<file path="src/rtl/sid_audio_pkg.sv">
`default_nettype none
// sid_audio_pkg: shared constants and sample conversion for the SID audio output path.
// Rev 1.0
package sid_audio_pkg;
  localparam int          SLOT_W     = 16;
  localparam int          FRAME_BITS = 32;
  localparam logic [14:0] MIDSCALE   = 15'h4000;
  localparam logic [15:0] LFSR_SEED  = 16'hACE1;
  // Galois right-shift form of x^16 + x^14 + x^13 + x^11 + 1
  localparam logic [15:0] LFSR_TAPS  = 16'hB400;

  function automatic logic [15:0] sid_to_pcm16(input logic [14:0] s);
    return {~s[14], s[13:0], 1'b0};
  endfunction
endpackage
`default_nettype wire

</file>
<file path="src/rtl/sid_bck_gen.sv">
`default_nettype none
// sid_bck_gen: divides clk by 2*BCK_DIV into the I2S bit clock; flags each bck fall.
// Rev 1.0
module sid_bck_gen #(
  parameter int BCK_DIV = 4
) (
  input  logic clk,
  input  logic rst_n,
  output logic bck,
  output logic fall_evt
);
  logic [7:0] cnt_q, cnt_d;
  logic       bck_q, bck_d;
  logic       w_wrap;

  assign w_wrap = (cnt_q == 8'(BCK_DIV - 1));

  always_comb begin
    cnt_d = w_wrap ? 8'd0 : cnt_q + 8'd1;
    bck_d = w_wrap ? ~bck_q : bck_q;
  end

  always_ff @(posedge clk) begin
    if (!rst_n) begin
      cnt_q <= 8'd0;
      bck_q <= 1'b0;
    end else begin
      cnt_q <= cnt_d;
      bck_q <= bck_d;
    end
  end

  assign bck      = bck_q;
  assign fall_evt = w_wrap & bck_q;
endmodule
`default_nettype wire

</file>
<file path="src/rtl/sid_audio_out.sv">
`default_nettype none
// sid_audio_out: SID mixed sample -> 16-bit two's complement mono I2S. Rev 1.0
// Optional LSB dither from a 16-bit LFSR when SID_AUDIO_OUT_DITHER_EN is defined.
import sid_audio_pkg::*;

module sid_audio_out #(
  parameter int BCK_DIV = 4,
  parameter int SLOT_W  = 16
) (
  input  logic        clk,
  input  logic        rst_n,
  input  logic [14:0] sample_in,
  input  logic        sample_strobe,
  input  logic        mute,
  output logic        bck,
  output logic        lrck,
  output logic        sdata,
  output logic        frame_load,
  output logic        overrun,
  output logic        underrun
);
  localparam int CNT_W = $clog2(FRAME_BITS);

  logic              w_fall;
  logic              w_load;
  logic [3:0]        w_idx;
  logic [SLOT_W-1:0] w_load_word;

  logic [CNT_W-1:0]  bit_cnt_q, bit_cnt_d;
  logic [SLOT_W-1:0] hold_q, hold_d;
  logic [SLOT_W-1:0] tx_q, tx_d;
  logic              hold_valid_q, hold_valid_d;
  logic              sdata_q, sdata_d;
  logic              frame_load_q, frame_load_d;
  logic              overrun_q, overrun_d;
  logic              underrun_q, underrun_d;

  sid_bck_gen #(.BCK_DIV(BCK_DIV)) u_bck_gen (
    .clk      (clk),
    .rst_n    (rst_n),
    .bck      (bck),
    .fall_evt (w_fall)
  );

  assign w_load = w_fall && (bit_cnt_q == '0);
  // Slot position p selects tx bit (16 - p) mod 16, so p = 0 carries the delayed LSB.
  assign w_idx  = 4'd0 - bit_cnt_d[3:0];

`ifdef SID_AUDIO_OUT_DITHER_EN
  logic [15:0] lfsr_q, lfsr_d;

  assign lfsr_d      = w_load ? ({1'b0, lfsr_q[15:1]} ^ (lfsr_q[0] ? LFSR_TAPS : 16'h0000))
                              : lfsr_q;
  assign w_load_word = {hold_q[SLOT_W-1:1], lfsr_q[0]};

  always_ff @(posedge clk) begin
    if (!rst_n) lfsr_q <= LFSR_SEED;
    else        lfsr_q <= lfsr_d;
  end
`else
  assign w_load_word = hold_q;
`endif

  always_comb begin
    bit_cnt_d    = w_fall ? bit_cnt_q + CNT_W'(1) : bit_cnt_q;
    tx_d         = tx_q;
    hold_d       = hold_q;
    hold_valid_d = hold_valid_q;
    overrun_d    = overrun_q;
    underrun_d   = underrun_q;
    frame_load_d = w_load;

    if (w_load) begin
      if (mute)              tx_d = '0;
      else if (hold_valid_q) tx_d = w_load_word;
      if (!hold_valid_q) underrun_d = 1'b1;
      hold_valid_d = 1'b0;
    end

    // A strobe on the load cycle refills hold after the old word has been taken.
    if (sample_strobe) begin
      hold_d       = sid_to_pcm16(sample_in);
      hold_valid_d = 1'b1;
      if (hold_valid_q && !w_load) overrun_d = 1'b1;
    end

    sdata_d = w_fall ? tx_d[w_idx] : sdata_q;
  end

  always_ff @(posedge clk) begin
    if (!rst_n) begin
      bit_cnt_q    <= '0;
      hold_q       <= '0;
      tx_q         <= '0;
      hold_valid_q <= 1'b0;
      sdata_q      <= 1'b0;
      frame_load_q <= 1'b0;
      overrun_q    <= 1'b0;
      underrun_q   <= 1'b0;
    end else begin
      bit_cnt_q    <= bit_cnt_d;
      hold_q       <= hold_d;
      tx_q         <= tx_d;
      hold_valid_q <= hold_valid_d;
      sdata_q      <= sdata_d;
      frame_load_q <= frame_load_d;
      overrun_q    <= overrun_d;
      underrun_q   <= underrun_d;
    end
  end

  assign lrck       = bit_cnt_q[CNT_W-1];
  assign sdata      = sdata_q;
  assign frame_load = frame_load_q;
  assign overrun    = overrun_q;
  assign underrun   = underrun_q;
endmodule
`default_nettype wire
</file>
<file path="config.mk">
export PLATFORM = sky130hd
export DESIGN_NAME = sid_audio_out
export DESIGN_NICKNAME = d
export VERILOG_FILES = /design/src/rtl/sid_audio_pkg.sv /design/src/rtl/sid_bck_gen.sv /design/src/rtl/sid_audio_out.sv
export SDC_FILE = /design/constraint.sdc
export NUM_CORES = 1
export LEC_CHECK = 0
export CAP_MARGIN = 5
export CORE_MARGIN = 2
export CORE_UTILIZATION = 35
export DETAILED_ROUTE_END_ITERATION = 8
export PLACE_DENSITY_LB_ADDON = 0.25
export SYNTH_ARGS = -nofsm -noshare
export SYNTH_HDL_FRONTEND = slang
export SYNTH_SLANG_ARGS = --single-unit
</file>
<file path="constraint.sdc">
create_clock -name clk -period 4.7 [get_ports clk]
set_clock_uncertainty 0.2 [all_clocks]
set_input_delay 0.47 -clock clk [delete_from_list [all_inputs] [get_ports clk]]
set_output_delay 0.47 -clock clk [all_outputs]
set_load 0.03 [all_outputs]
</file>
==> out/metrics.cfg <==
[power]
clkPwrFrac_pct = 42.0
seqPwrFrac_pct = 50.6
internal-power_w = 0.000695
swShare_pct = 21.5
totalPowerFinal_w = 0.000886
irDropWorstVdd_mv = 0.165
power_density_nw_per_um2 = 316
pwr-share-comb_pct = 7.4
p_leak_nw = 1.11
p_sw_w = 0.000191

[clock_tree]
root_buffer = clkbuf_8
post-cts-setup-buffers = 0
htree_levels = 2
clk_latency_ns = 0.30
cts_hold_buf = 0
cts.sinks = 50
cts_tree = built
cts_resized = 0
clk_transition_reported_paths_ns = 0.09
clock_path_buffers = 2
numCtsBuffers = 5

[routing]
ant_nets = 0
drt_iter0_markers = 95
vias_per_cell = 5.15
wl_um = 5120
routedWlPerCell_um = 14.4
vias = 1835
drtPass1Iterations = 4
drc = 0

[setup_path]
cp_data_required_time_ns = 4.68
arrival_ns = 3.51
endpoint_kind = flop
worstPathCellList = inv_1 > ha_1 > nor4b_1 > nand3_1 > a21o_1 > mux4_2 > a2111oi_0 > nor3_1
startpoint_type = flop
crit_type = reg -> reg
slowest_delay_ns = 0.61
cp_max_fo = 14
cpMaxStageDelayCell = nand3_1

[final_layout]
n_fill_cell = 657
num_antenna_cells = 0
register_area_um2 = 1000
multi_input_area_um2 = 1280
nets = 298
drive_gt1_share_pct = 6.16
syn_to_final_growth_pct = 17.2

[grt]
antenna_found_initial = 0
grt_max_degree = 20
grt_util_all_layers_pct = 14.0
grt_pass1_vias = 1699
grt_overflow_total = 0
grt_pass1_wl_um = 8470

[floorplanning]
initial_core_util_pct = 35.6
io_pins = 25
die_h_um = 86.7
rows = 30
die_w_um = 86.7
core_area_um2 = 6720
die_area_um2 = 7510

[synth]
synth_fp_nets = 283
synth_compound_area_share_pct = 10.9
syn_avg_cell_area_um2 = 9.20
synth_top_family_by_area = simple AND/OR/NAND/NOR gates
synth-adder-area-share_pct = 2.09
synth_mux_area_share_pct = 9.88
synth-seq-cells = 50
synth_area_leaders = dfxtp_1, mux2i_1, nor2_1, and2_1, xor2_1
synth_area_um2 = 2390
ys.warnings.count = 0
synth_cell_type_count = 45
synth_xor_area_share_pct = 5.91
yosys.area.top_type = dfxtp_1
synth_top_area_share_pct = 41.8
seq_area_frac_synth_pct = 41.8
synth-simple-area-share_pct = 24.9
synth_cells = 260

[timing]
period_minus_slack_ns = 3.53
hold_violations = 0
setup_tns_ns = 0
postLayoutSetupSlackWorst_ns = 1.17
period_share_pct = 75.1
drv_slew = 0
rsz0062_at_grt = no
worstMarginPinSlew_ns = 0.977
setup_viol = 0
max_slew_margin_pct = 34.7
fmax_ghz = 0.283

[placed_design]
place.port_buffers = 24
globalplace.congestion = 0.851
pre_cts_slack_ns = 1.10
dp_hpwl_um = 3510

[hold_path]
min_path_type = reg -> reg

[flow_run]
maxCapViolations = 0

[status]
status = finished clean

==> power by group through the flow <==
stage | logic (W) | clock network [W] | registers, W
CTS | 0.0000665 | 0.000382 | 0.000448
floorplan | 0.0000388 | 0 | 0.000456
finish | 0.0000652 | 0.000372 | 0.000448
global route | 0.0000730 | 0.000395 | 0.000450
detailed placement | 0.0000660 | 0 | 0.000458
global placement | 0.0000654 | 0 | 0.000458
==> flip-flops by register name (all words and copies together) (netlist names) <==
name             count
tx_q                16
u_bck_gen.bck        1
underrun             1
hold_valid_q         1
u_bck_gen.cnt_q      8
frame_load           1
bit_cnt_q            5
hold_q              15
overrun              1
sdata                1
==> cell usage after synthesis <==
library cell / n
mux2i_1: 18
or4_1: 3
dfxtp_1: 50
buf_2: 4
clkbuf_1: 10
and4bb_2: 1
xnor2_4: 1
clkinv_1: 1
nand2b_1: 2
nor2_1: 39
xnor2_1: 3
and2_1: 19
ha_1: 4
mux4_2: 2
o311ai_0: 1
o31ai_1: 4
nand2_1: 18
and3_1: 5
nor2_4: 1
o2bb2ai_1: 1
and3b_1: 1
a2111oi_0: 1
buf_6: 1
nand4_1: 4
a211oi_1: 1
nand3_1: 8
buf_1: 1
xor2_1: 10
inv_1: 6
o211ai_1: 1
a21o_1: 4
buf_4: 1
o21ai_0: 2
nor3_1: 8
nor4b_1: 1
nor3_4: 1
o41ai_1: 7
a31oi_1: 2
a221o_1: 4
or4bb_1: 1
nor4_2: 1
or4b_1: 1
a21oi_1: 2
a221oi_1: 3
mux2_2: 1
==> through the flow <==
stage | hold slack (ns) | std cells | area, µm² | util, %
floorplan | 0.238 | 260 | 2390 | -
global placement | 0.250 | 348 | 2660 | 39.6
detailed placement | 0.267 | 348 | 2660 | 39.6
CTS | 0.289 | 356 | 2800 | 41.7
global route | 0.294 | 356 | 2800 | 41.7
finish | 0.286 | 356 | 2800 | 41.7
==> final timing paths <==
kind,start,end,slack (ns),cells past startpoint
max reg2reg,bit_cnt_q[0],sdata,1.17,8
min,underrun,underrun,0.29,2
max,bit_cnt_q[0],sdata,1.17,8
min reg2reg,underrun,underrun,0.29,2
==> cell type report <==
type / instances / share of cell area (%)
Clock buffer: 6 / 2.95
Clock inverter: 2 / 2.14
Inverter: 7 / 0.937
Multi-Input combinational cell: 186 / 45.8
Sequential cell: 50 / 35.7
Tap cell: 80 / 3.57
Timing Repair Buffer: 25 / 8.84
==> cell families (layout without fill, tap and decap cells) <==
kind of cell	count (synthesis)	after routing
compound gates	33	33
xor+xnor	14	14
fa+ha+maj	4	4
buf+inv	24	40
mux	21	21
flops	50	50
simple gates	114	114
==> worst max-delay path: cells and delay by family, from the launching register on <==
| family | cells | cell delay (ns) |
|---|---|---|
| simple gates | 3 | 1.25 |
| compound gates | 2 | 0.79 |
| mux | 1 | 0.48 |
| flops | 1 | 0.42 |
| fa+ha+maj | 1 | 0.16 |
| buf+inv | 1 | 0.12 |
==> per-layer routing <==
layer | GRT usage, % | part of all wire (%)
met3 | 2.67 | 2.5
met5 | 0 | 0
met1 | 20.2 | 52
met4 | 3.41 | 0.55
met2 | 21.6 | 45
==> cell usage in the layout (no fill, tap or decap), drive strengths merged, types with 2 or more instances in the layout <==
cell type / count
a21o: 4
a21oi: 2
a221o: 4
a221oi: 3
a31oi: 2
and2: 19
and3: 5
bufinv: 2
clkbuf: 6
clkdlybuf4s50: 24
dfxtp: 50
ha: 4
inv: 6
mux2i: 18
mux4: 2
nand2: 18
nand2b: 2
nand3: 8
nand4: 4
nor2: 40
nor3: 9
o21ai: 2
o31ai: 4
o41ai: 7
or4: 3
xnor2: 4
xor2: 10
No activity file was read; power rests on OpenSTA's default activity.
